## config.mk

```make
export PLATFORM = sky130hd
export DESIGN_NAME = uart_rx_cmd_ctrl
export DESIGN_NICKNAME = d
export VERILOG_FILES = /design/src/rtl/uart_cmd_pkg.sv /design/src/rtl/uart_cmd_timeout.sv /design/src/rtl/uart_rx_cmd_ctrl.sv
export SDC_FILE = /design/constraint.sdc
export NUM_CORES = 1
export LEC_CHECK = 0
export ABC_AREA = 1
export BUFFER_PORTS_ARGS = -buffer_cell sky130_fd_sc_hd__buf_2
export CORE_MARGIN = 4
export CORE_UTILIZATION = 44
export DETAILED_ROUTE_END_ITERATION = 10
export PLACE_DENSITY = 0.62
export SYNTH_ARGS = -nofsm -noshare
export SYNTH_HDL_FRONTEND = slang
export SYNTH_HIERARCHICAL = 1
export SYNTH_SLANG_ARGS = --single-unit
export TNS_END_PERCENT = 10
```

## constraint.sdc

```tcl
create_clock -name i_Clock -period 2.8 [get_ports i_Clock]
set_clock_uncertainty 0.15 [all_clocks]
set_input_delay 0.14 -clock i_Clock [delete_from_list [all_inputs] [get_ports i_Clock]]
set_output_delay 0.14 -clock i_Clock [all_outputs]
set_load 0.02 [all_outputs]
```

## src/rtl/uart_cmd_pkg.sv

```systemverilog
// Shared definitions for the UART command-framing controller: state encoding,
// default frame header and the opcode values carried through to the core.
package uart_cmd_pkg;

   typedef enum logic [2:0] {
      S_HUNT  = 3'd0,
      S_OP    = 3'd1,
      S_ADDR  = 3'd2,
      S_DATA  = 3'd3,
      S_CSUM  = 3'd4,
      S_ISSUE = 3'd5
   } state_t;

   localparam logic [7:0] HEADER_DEFAULT = 8'hA5;

   // Opcodes are forwarded untouched; the consumer decodes them.
   localparam logic [7:0] OP_NOP = 8'h00;
   localparam logic [7:0] OP_WR  = 8'h01;
   localparam logic [7:0] OP_RD  = 8'h02;

endpackage

```

## src/rtl/uart_cmd_timeout.sv

```systemverilog
// Inter-byte interval counter: counts while enabled, flags expiry on the cycle
// whose edge would bring the count up to the loaded limit.
module uart_cmd_timeout (
   input  logic        clk,
   input  logic        rst_n,
   input  logic        clr,
   input  logic        en,
   input  logic [15:0] limit,
   output logic        expire
);

   logic [15:0] cnt;

   always_ff @(posedge clk or negedge rst_n) begin
      if (!rst_n)
         cnt <= '0;
      else if (clr)
         cnt <= '0;
      else if (en && cnt != limit)
         cnt <= cnt + 16'd1;
   end

   // A clear in the same cycle (a byte arriving) always beats expiry.
   assign expire = en && !clr && (cnt + 16'd1 == limit);

endmodule

```

## src/rtl/uart_rx_cmd_ctrl.sv

```systemverilog
// Frames UART bytes into header/op/addr/data commands for the config bus.
// Optional trailing XOR checksum byte enabled by UART_CMD_CHECKSUM_EN.
module uart_rx_cmd_ctrl
   import uart_cmd_pkg::*;
#(
   parameter int         DATA_BYTES   = 2,
   parameter logic [7:0] HEADER       = HEADER_DEFAULT,
   parameter int         TIMEOUT_CLKS = 2000
) (
   input  logic                    i_Clock,
   input  logic                    i_Rst_L,
   input  logic                    i_Rx_DV,
   input  logic [7:0]              i_Rx_Byte,
   input  logic                    i_Rx_Error,
   output logic                    o_Cmd_Valid,
   input  logic                    i_Cmd_Ready,
   output logic [7:0]              o_Cmd_Op,
   output logic [7:0]              o_Cmd_Addr,
   output logic [8*DATA_BYTES-1:0] o_Cmd_Data,
   output logic [7:0]              o_Err_Count,
   output logic                    o_Busy
);

   localparam logic [15:0] LIMIT    = 16'(TIMEOUT_CLKS - 1);
   localparam logic [1:0]  LAST_IDX = 2'(DATA_BYTES - 1);

   state_t                         state, state_nxt;
   logic [7:0]                     op_r, addr_r, err_cnt;
   logic [DATA_BYTES-1:0][7:0]     data_r;
   logic [1:0]                     idx;
   logic                           ld_op, ld_addr, ld_data, err_inc;
   logic                           in_frame, expire, byte_ok, byte_bad, abort;
`ifdef UART_CMD_CHECKSUM_EN
   logic [7:0]                     csum;
`endif

   assign byte_ok  = i_Rx_DV && !i_Rx_Error;
   assign byte_bad = i_Rx_DV && i_Rx_Error;
   assign in_frame = (state == S_OP) || (state == S_ADDR) ||
                     (state == S_DATA) || (state == S_CSUM);
   assign abort    = in_frame && (byte_bad || (!i_Rx_DV && expire));

   uart_cmd_timeout u_timeout (
      .clk    (i_Clock),
      .rst_n  (i_Rst_L),
      .clr    (i_Rx_DV || !in_frame),
      .en     (in_frame),
      .limit  (LIMIT),
      .expire (expire)
   );

   always_ff @(posedge i_Clock or negedge i_Rst_L) begin
      if (!i_Rst_L)
         state <= S_HUNT;
      else
         state <= state_nxt;
   end

   always_comb begin
      state_nxt = state;
      ld_op     = 1'b0;
      ld_addr   = 1'b0;
      ld_data   = 1'b0;
      err_inc   = 1'b0;
      if (abort) begin
         state_nxt = S_HUNT;
         err_inc   = 1'b1;
      end else begin
         case (state)
            S_HUNT:
               if (byte_ok && i_Rx_Byte == HEADER) state_nxt = S_OP;
            S_OP:
               if (byte_ok) begin
                  ld_op     = 1'b1;
                  state_nxt = S_ADDR;
               end
            S_ADDR:
               if (byte_ok) begin
                  ld_addr   = 1'b1;
                  state_nxt = S_DATA;
               end
            S_DATA:
               if (byte_ok) begin
                  ld_data = 1'b1;
`ifdef UART_CMD_CHECKSUM_EN
                  if (idx == LAST_IDX) state_nxt = S_CSUM;
`else
                  if (idx == LAST_IDX) state_nxt = S_ISSUE;
`endif
               end
`ifdef UART_CMD_CHECKSUM_EN
            S_CSUM:
               if (byte_ok) begin
                  if (i_Rx_Byte == csum) begin
                     state_nxt = S_ISSUE;
                  end else begin
                     state_nxt = S_HUNT;
                     err_inc   = 1'b1;
                  end
               end
`endif
            S_ISSUE: begin
               // Bytes landing while a command waits are overruns.
               if (i_Rx_DV) err_inc = 1'b1;
               if (i_Cmd_Ready) state_nxt = S_HUNT;
            end
            default: state_nxt = S_HUNT;
         endcase
      end
   end

   always_ff @(posedge i_Clock or negedge i_Rst_L) begin
      if (!i_Rst_L) begin
         op_r    <= '0;
         addr_r  <= '0;
         data_r  <= '0;
         idx     <= '0;
         err_cnt <= '0;
      end else begin
         if (ld_op) op_r <= i_Rx_Byte;
         if (ld_addr) begin
            addr_r <= i_Rx_Byte;
            idx    <= '0;
         end
         if (ld_data) idx <= idx + 2'd1;
         for (int i = 0; i < DATA_BYTES; i++)
            if (ld_data && idx == 2'(i)) data_r[i] <= i_Rx_Byte;
         if (err_inc && err_cnt != 8'hFF) err_cnt <= err_cnt + 8'd1;
      end
   end

`ifdef UART_CMD_CHECKSUM_EN
   always_ff @(posedge i_Clock or negedge i_Rst_L) begin
      if (!i_Rst_L)
         csum <= '0;
      else if (ld_op)
         csum <= i_Rx_Byte;
      else if (ld_addr || ld_data)
         csum <= csum ^ i_Rx_Byte;
   end
`endif

   assign o_Cmd_Valid = (state == S_ISSUE);
   assign o_Busy      = (state != S_HUNT);
   assign o_Cmd_Op    = op_r;
   assign o_Cmd_Addr  = addr_r;
   assign o_Cmd_Data  = data_r;
   assign o_Err_Count = err_cnt;

endmodule
```

Yosys cells after proc, flatten, opt, wreduce, memory -nomap -nowiden
Cells that the tools add are included.
Widths: inputs -> output; s select.
- register bits after elaboration: 61
- logic and storage cells: 75
- add/sub/neg operators: 3
- reductions and logical operators: 26
- muxes and demuxes: 22
- eq/ne operators: 16
- operator list (operator ; number):
    $mux 16 ; 2
    $mux 3 ; 7
    $add 16x1->16 const B ; 1
    $eq 16x11->1 const B ; 1
    $ne 16x11->1 const B ; 1
    $pmux 3 s5 ; 1
    $ne 3x3->1 const B ; 4
    $logic_and 1x1->1 ; 11
    $mux 1 ; 10
    $add 8x1->8 const B ; 1
    $eq 8x8->1 const B ; 1
    $ne 8x8->1 const B ; 1
    $eq 3x2->1 const B ; 2
    $eq 3x3->1 const B ; 2
    $reduce_and 6->1 ; 1
    $logic_or 1x1->1 ; 5
    $logic_not 1->1 ; 4
    $mux 2 ; 2
    $reduce_bool 2->1 ; 2
    $eq 3x1->1 const B ; 1
    $logic_not 3->1 ; 1
    $ne 3x1->1 const B ; 1
    $ne 3x2->1 const B ; 1
    $reduce_bool 3->1 ; 1
    3 further kinds ; 3

Logic depth before layout (Yosys ltp)
- depth in word-level cells: 15
- depth in mapped cells: 21
- depth with buffers taken out: 21

Cells and area by module
Netlist, hierarchy kept.
- modules (own cells, without submodules) (module ; instances ; cells each ; area each (um^2)):
    uart_rx_cmd_ctrl ; 1 ; 236 ; 2062.0
    uart_cmd_timeout ; 1 ; 256 ; 1662.8

Least setup slack after synthesis
Ideal clock, no wire load.
- path kind: register to register
- start point: register state[0]
- end point: register err_cnt[6] (netlist: o_Err_Count[6])
- arrival: 2.225 ns
- buffers on the path: 0
- cell stages (with the launch flop): 22
- data required time: 2.532 ns
- library setup time: 0.118 ns
- slack: 0.307 ns
- period minus slack after synthesis: 2.493 ns
- cells stage by stage: dfrtp_1 > inv_2 > nand2_2 > nand2_1 > nand2_2 > nand2_1 > nor2_1 > nand3_1 > nor2_1 > nand2_1 > inv_1 > nand3_1 > nor2_1 > nand3_1 > nor2_1 > nor2_1 > nor2_1 > nand2_2 > o21ai_4 > nand2_4 > nand2_1 > nand2_1
- word-level cells in the longest chain between the ends: 14
- RTL lines (what ; RTL line ; text):
    from (decl) ; uart_rx_cmd_ctrl.sv:27 ; state_t state, state_nxt;
    from (signal assigned) ; uart_rx_cmd_ctrl.sv:56 ; state <= state_nxt;
    $eq 3x1->1 / $eq 3x2->1 (equally long branches) ; uart_rx_cmd_ctrl.sv:39 ; assign in_frame = (state == S_OP) || (state == S_ADDR) ||
    $logic_or 1x1->1 (2 in series) ; uart_rx_cmd_ctrl.sv:39 ;
    $logic_or 1x1->1 (*) ; uart_rx_cmd_ctrl.sv:40 ; (state == S_DATA) || (state == S_CSUM);
    via in_frame ; uart_rx_cmd_ctrl.sv:32 ; logic in_frame, expire, byte_ok, byte_bad, abort;
    $logic_not 1->1 ; uart_rx_cmd_ctrl.sv:46 ; .clr (i_Rx_DV || !in_frame),
    $logic_or 1x1->1 ; uart_rx_cmd_ctrl.sv:46 ;
    $logic_not 1->1 ; uart_cmd_timeout.sv:24 ; assign expire = en && !clr && (cnt + 16'd1 == limit);
    $logic_and 1x1->1 (*) (2 in series) ; uart_cmd_timeout.sv:24 ;
    via expire ; uart_rx_cmd_ctrl.sv:32 ;
    $logic_and 1x1->1 (*) ; uart_rx_cmd_ctrl.sv:41 ; assign abort = in_frame && (byte_bad || (!i_Rx_DV && expire));
    $logic_or 1x1->1 (*) ; uart_rx_cmd_ctrl.sv:41 ;
    $logic_and 1x1->1 (*) ; uart_rx_cmd_ctrl.sv:41 ;
    $mux 1 (*) ; uart_rx_cmd_ctrl.sv:65 ; if (abort) begin
    $logic_and 1x1->1 (*) ; uart_rx_cmd_ctrl.sv:128 ; if (err_inc && err_cnt != 8'hFF) err_cnt <= err_cnt + 8'd1;
    to (signal assigned) ; uart_rx_cmd_ctrl.sv:128 ;
    to (decl) ; uart_rx_cmd_ctrl.sv:28 ; logic [7:0] op_r, addr_r, err_cnt;
The timed path passes the listed nets; every way through them passes the cells marked *.
A chain may end at the register's enable or synchronous reset.

Final worst setup path
- start point: register state[1]
- end point: register err_cnt[6] (netlist: o_Err_Count[6])
Same word-level chain as after synthesis.

==> impl_results.md <==
- Final setup violation count: 0
- Initial antenna violation count: 0
- Max VDD drop: between 0.5 and 0.6 mV
- Setup ws final: around 0.26 ns
- Main combinational cell family by area after synthesis: simple AND/OR/NAND/NOR gates
- Routed Antenna Nets: 0
- Setup crit start: state[1]
- Dominant delay contributor by cell family on the critical path: simple AND/OR/NAND/NOR gates
- Buf/Inv on CP: 2
- Syn Inst Count: about 490
- Worst-skew pair later-pin latency: between 0.3 and 0.4 ns
- First-pass GRT wire length: 15400 um
- Post-synth EDFFs: 0
- Routed wl met3: ~420 um
- Largest net degree at the start of global routing: 25
- Worst min path class: in2reg
- Die Wd: roughly 100 um
- Slowest stage delay, CP: between 0.4 and 0.5 ns
- Crit path to: o_Err_Count[6]
- Worst Setup Path Type: reg2reg
- Vias/cell: 4.75
- Crit Path Max Fanout: 8
- Period utilization: 90.8%
- # DRC: 0
- Hold Violations, Final: 0
- Hold Crit Start: i_Rx_Byte[2]
- Synth Area in Compound Gates: 6.21%
- FF-to-FF setup slack: between 0.2 and 0.3 ns
- Power Density: 823 nW/um^2
- Wire length on met1: about 4200 um
- Critical-path cell list: inv_4 -> nand3_1 -> nand2_2 -> nand2_2 -> nor2_4 -> nand3_2 -> nor2_2 -> nand2_1 -> inv_2 -> nand3_2 -> nor2_2 -> nand3_1 -> nor2_2 -> nor2_1 -> nor2_1 -> nand2_2 -> o21ai_4 -> nand2_4 -> nand2_1 -> nand2_1
- Status: finished clean
- Total power: 3.82 mW
- CTS tree: built
- Final HPWL DP: between 6000 and 7000 um
- Initial drt markers: 120
- Num rows: 33
- Reg2Reg Launch Point: state[1]
- Clk root buf: clkbuf_8
- Most common cell after layout, fill and taps aside: nand2_1
- Max H-tree Level: 3
- Post-synthesis mux area share: 0%
- Die height: around 100 um
- Post-Synth Adder-Cell Area: 1.34%
- Synth cell types: 31
- P&R area growth vs syn: 24.8%
- Core ar.: between 8000 and 9000 um^2
- Die ar.: between 10000 and 15000 um^2
- Clock Path Buffers: 2
- Mean Syn Cell Area: ~7.6 um^2
- Worst r2r path cells: 20
- Highest metal used: met4
- Xor and xnor area share after synthesis: roughly 7.8%
- Fmax: about 400 MHz
- Max_slew headroom: 63.7%
- Starting density of the core: between 40% and 50%
- DRT Pass-1 Iters: 4
- Seq/Total Area, Yosys: between 40% and 50%
- Nets: 614
- Leakage Power: approximately 2.5 nW
- RR Endpoint: o_Err_Count[6]
- Dpl ws: 0.00719 ns
- Via count of the first global-routing pass: 3169
- Startpoint types: flip-flop
- Tmin final: between 2 and 3 ns
- Most frequent cells in the layout: nand2_1, dfrtp_1, buf_2
- # fillers: about 770
- Met2 WL: 4270 um
- Share of layout cells above drive strength 1: 23.4%
- Min Hold Slack: approximately 0.0063 ns
- Final Max Slew Viols: 0
- Overall Global Routing Usage: around a fifth
- Number of port buffers: 54
- Slew @ Worst Pin: ~0.54 ns
- Mapped Area: ~3700 um^2
- Clk slew on worst S/H paths: approximately 0.08 ns
- Routability cong.: just under 0.9
- Clock sink total: just over 60
- Cell depth of the worst setup path: 20
- Critical Path AT: ~2.6 ns
- Synth async-reset ratio: 100%
- Simple-Gate Fraction of Synth Area: 35.9%
- Inserted Clock Buffers: 9
- Seq cells post-synth: 61
- Inserted Diodes: 0
- Total I/O pin count: 55
- Top FF cell, synth: dfrtp_1
- Max-Cap Viols: 0
- WP data required: a little under 3 ns
- CP max stage cell: dfrtp_1
- Post-Route WL: about 9000 um
- Via count: about 3400
- Synth Warn #: 6
- Routed wire length per instance: roughly 13 um
- Worst setup EP type: flip-flop
- Congestion Overflow GR: 0
-- registers in the layout, summed over array words and instances, names as in the netlist --
name	cells
o_Err_Count	8
idx	2
state	3
o_Cmd_Addr	8
o_Cmd_Op	8
o_Cmd_Data	16
u_timeout/cnt	16
-- power by group --
group          internal (mW)  switching, mW  total (mW)
combinational          0.557           1.03        1.59
sequential              1.14          0.183        1.32
clock                  0.532          0.378       0.910
total                   2.23           1.59        3.82
-- what timing repair did --
| action | 4_1_cts | 5_1_grt |
|---|---|---|
| setup endpoints to repair | 5 | 10 |
| pin swaps | 0 | 13 |
| endpoints found under the hold margin | 37 | 0 |
| resized for setup | 1 | 22 |
| setup buffers | 0 | 8 |
| hold buffers | 8 | 0 |
-- routing by layer --
metal	track usage, %	vias up
met5	0	-
met4	4.35	0
met3	3.54	7
met2	31.0	65
met1	26.9	1541
li1	-	1744
-- metrics by stage --
step	instance area, um^2	util (%)	TNS (ns)	std cells
after floorplan	3820	-	0	518
after global placement	4210	51.3	0	675
after detailed placement	4210	51.3	0	675
after CTS	4530	55.1	0	699
after global routing	4650	56.6	-0.0260	707
final	4650	56.6	0	707
-- area by class of cell --
cell class | count | area (um^2) | share of cell area [%]
clock buffer | 10 | 138 | 2.96
clock inverter | 6 | 93.8 | 2.02
inverter | 54 | 205 | 4.42
multi-input combinational | 392 | 2070 | 44.6
sequential | 61 | 1530 | 32.9
tap | 105 | 131 | 2.83
timing repair buffer | 79 | 478 | 10.3
-- worst min-delay path: stages --
cell	delay (ns)
buf_2	0.08
inv_1	0.07
o21ai_0	0.15
-- cell usage after synthesis (all sizes together), types with 2 or more instances --
cell type,instances,area share (%)
nand4,14,2.5
conb,2,0.20
inv,54,5.4
buf,9,1.9
dfrtp,61,41
nand3b,2,0.40
xor2,24,5.6
a21oi,3,0.40
o21ai,38,5.4
nor3,2,0.27
clkbuf,2,0.20
xnor2,9,2.1
nand3,53,8.3
ha,4,1.3
nand2,159,18
nor2,53,6.2
-- worst min path at each step --
stage                     endpoint  depth (start not counted)
floorplan                   idx[0]                          0
finish              o_Cmd_Data[10]                          3
detailed placement     o_Cmd_Op[7]                          1
global route           o_Cmd_Op[2]                          3
CTS                  o_Cmd_Addr[0]                          3
global placement     o_Cmd_Addr[7]                          1
-- kinds of logic (layout without fill, tap and decap cells) --
| kind of cell | Yosys count | count (layout) |
|---|---|---|
| flip-flops | 61 | 61 |
| XOR/XNOR | 33 | 33 |
| adder cells (fa/ha/maj) | 4 | 4 |
| AND/OR/NAND/NOR | 284 | 284 |
| AO/OA/AOI/OAI | 43 | 43 |
| other | 2 | 28 |
| buffers and inverters | 65 | 149 |
Power figures use the tool's default switching activity.
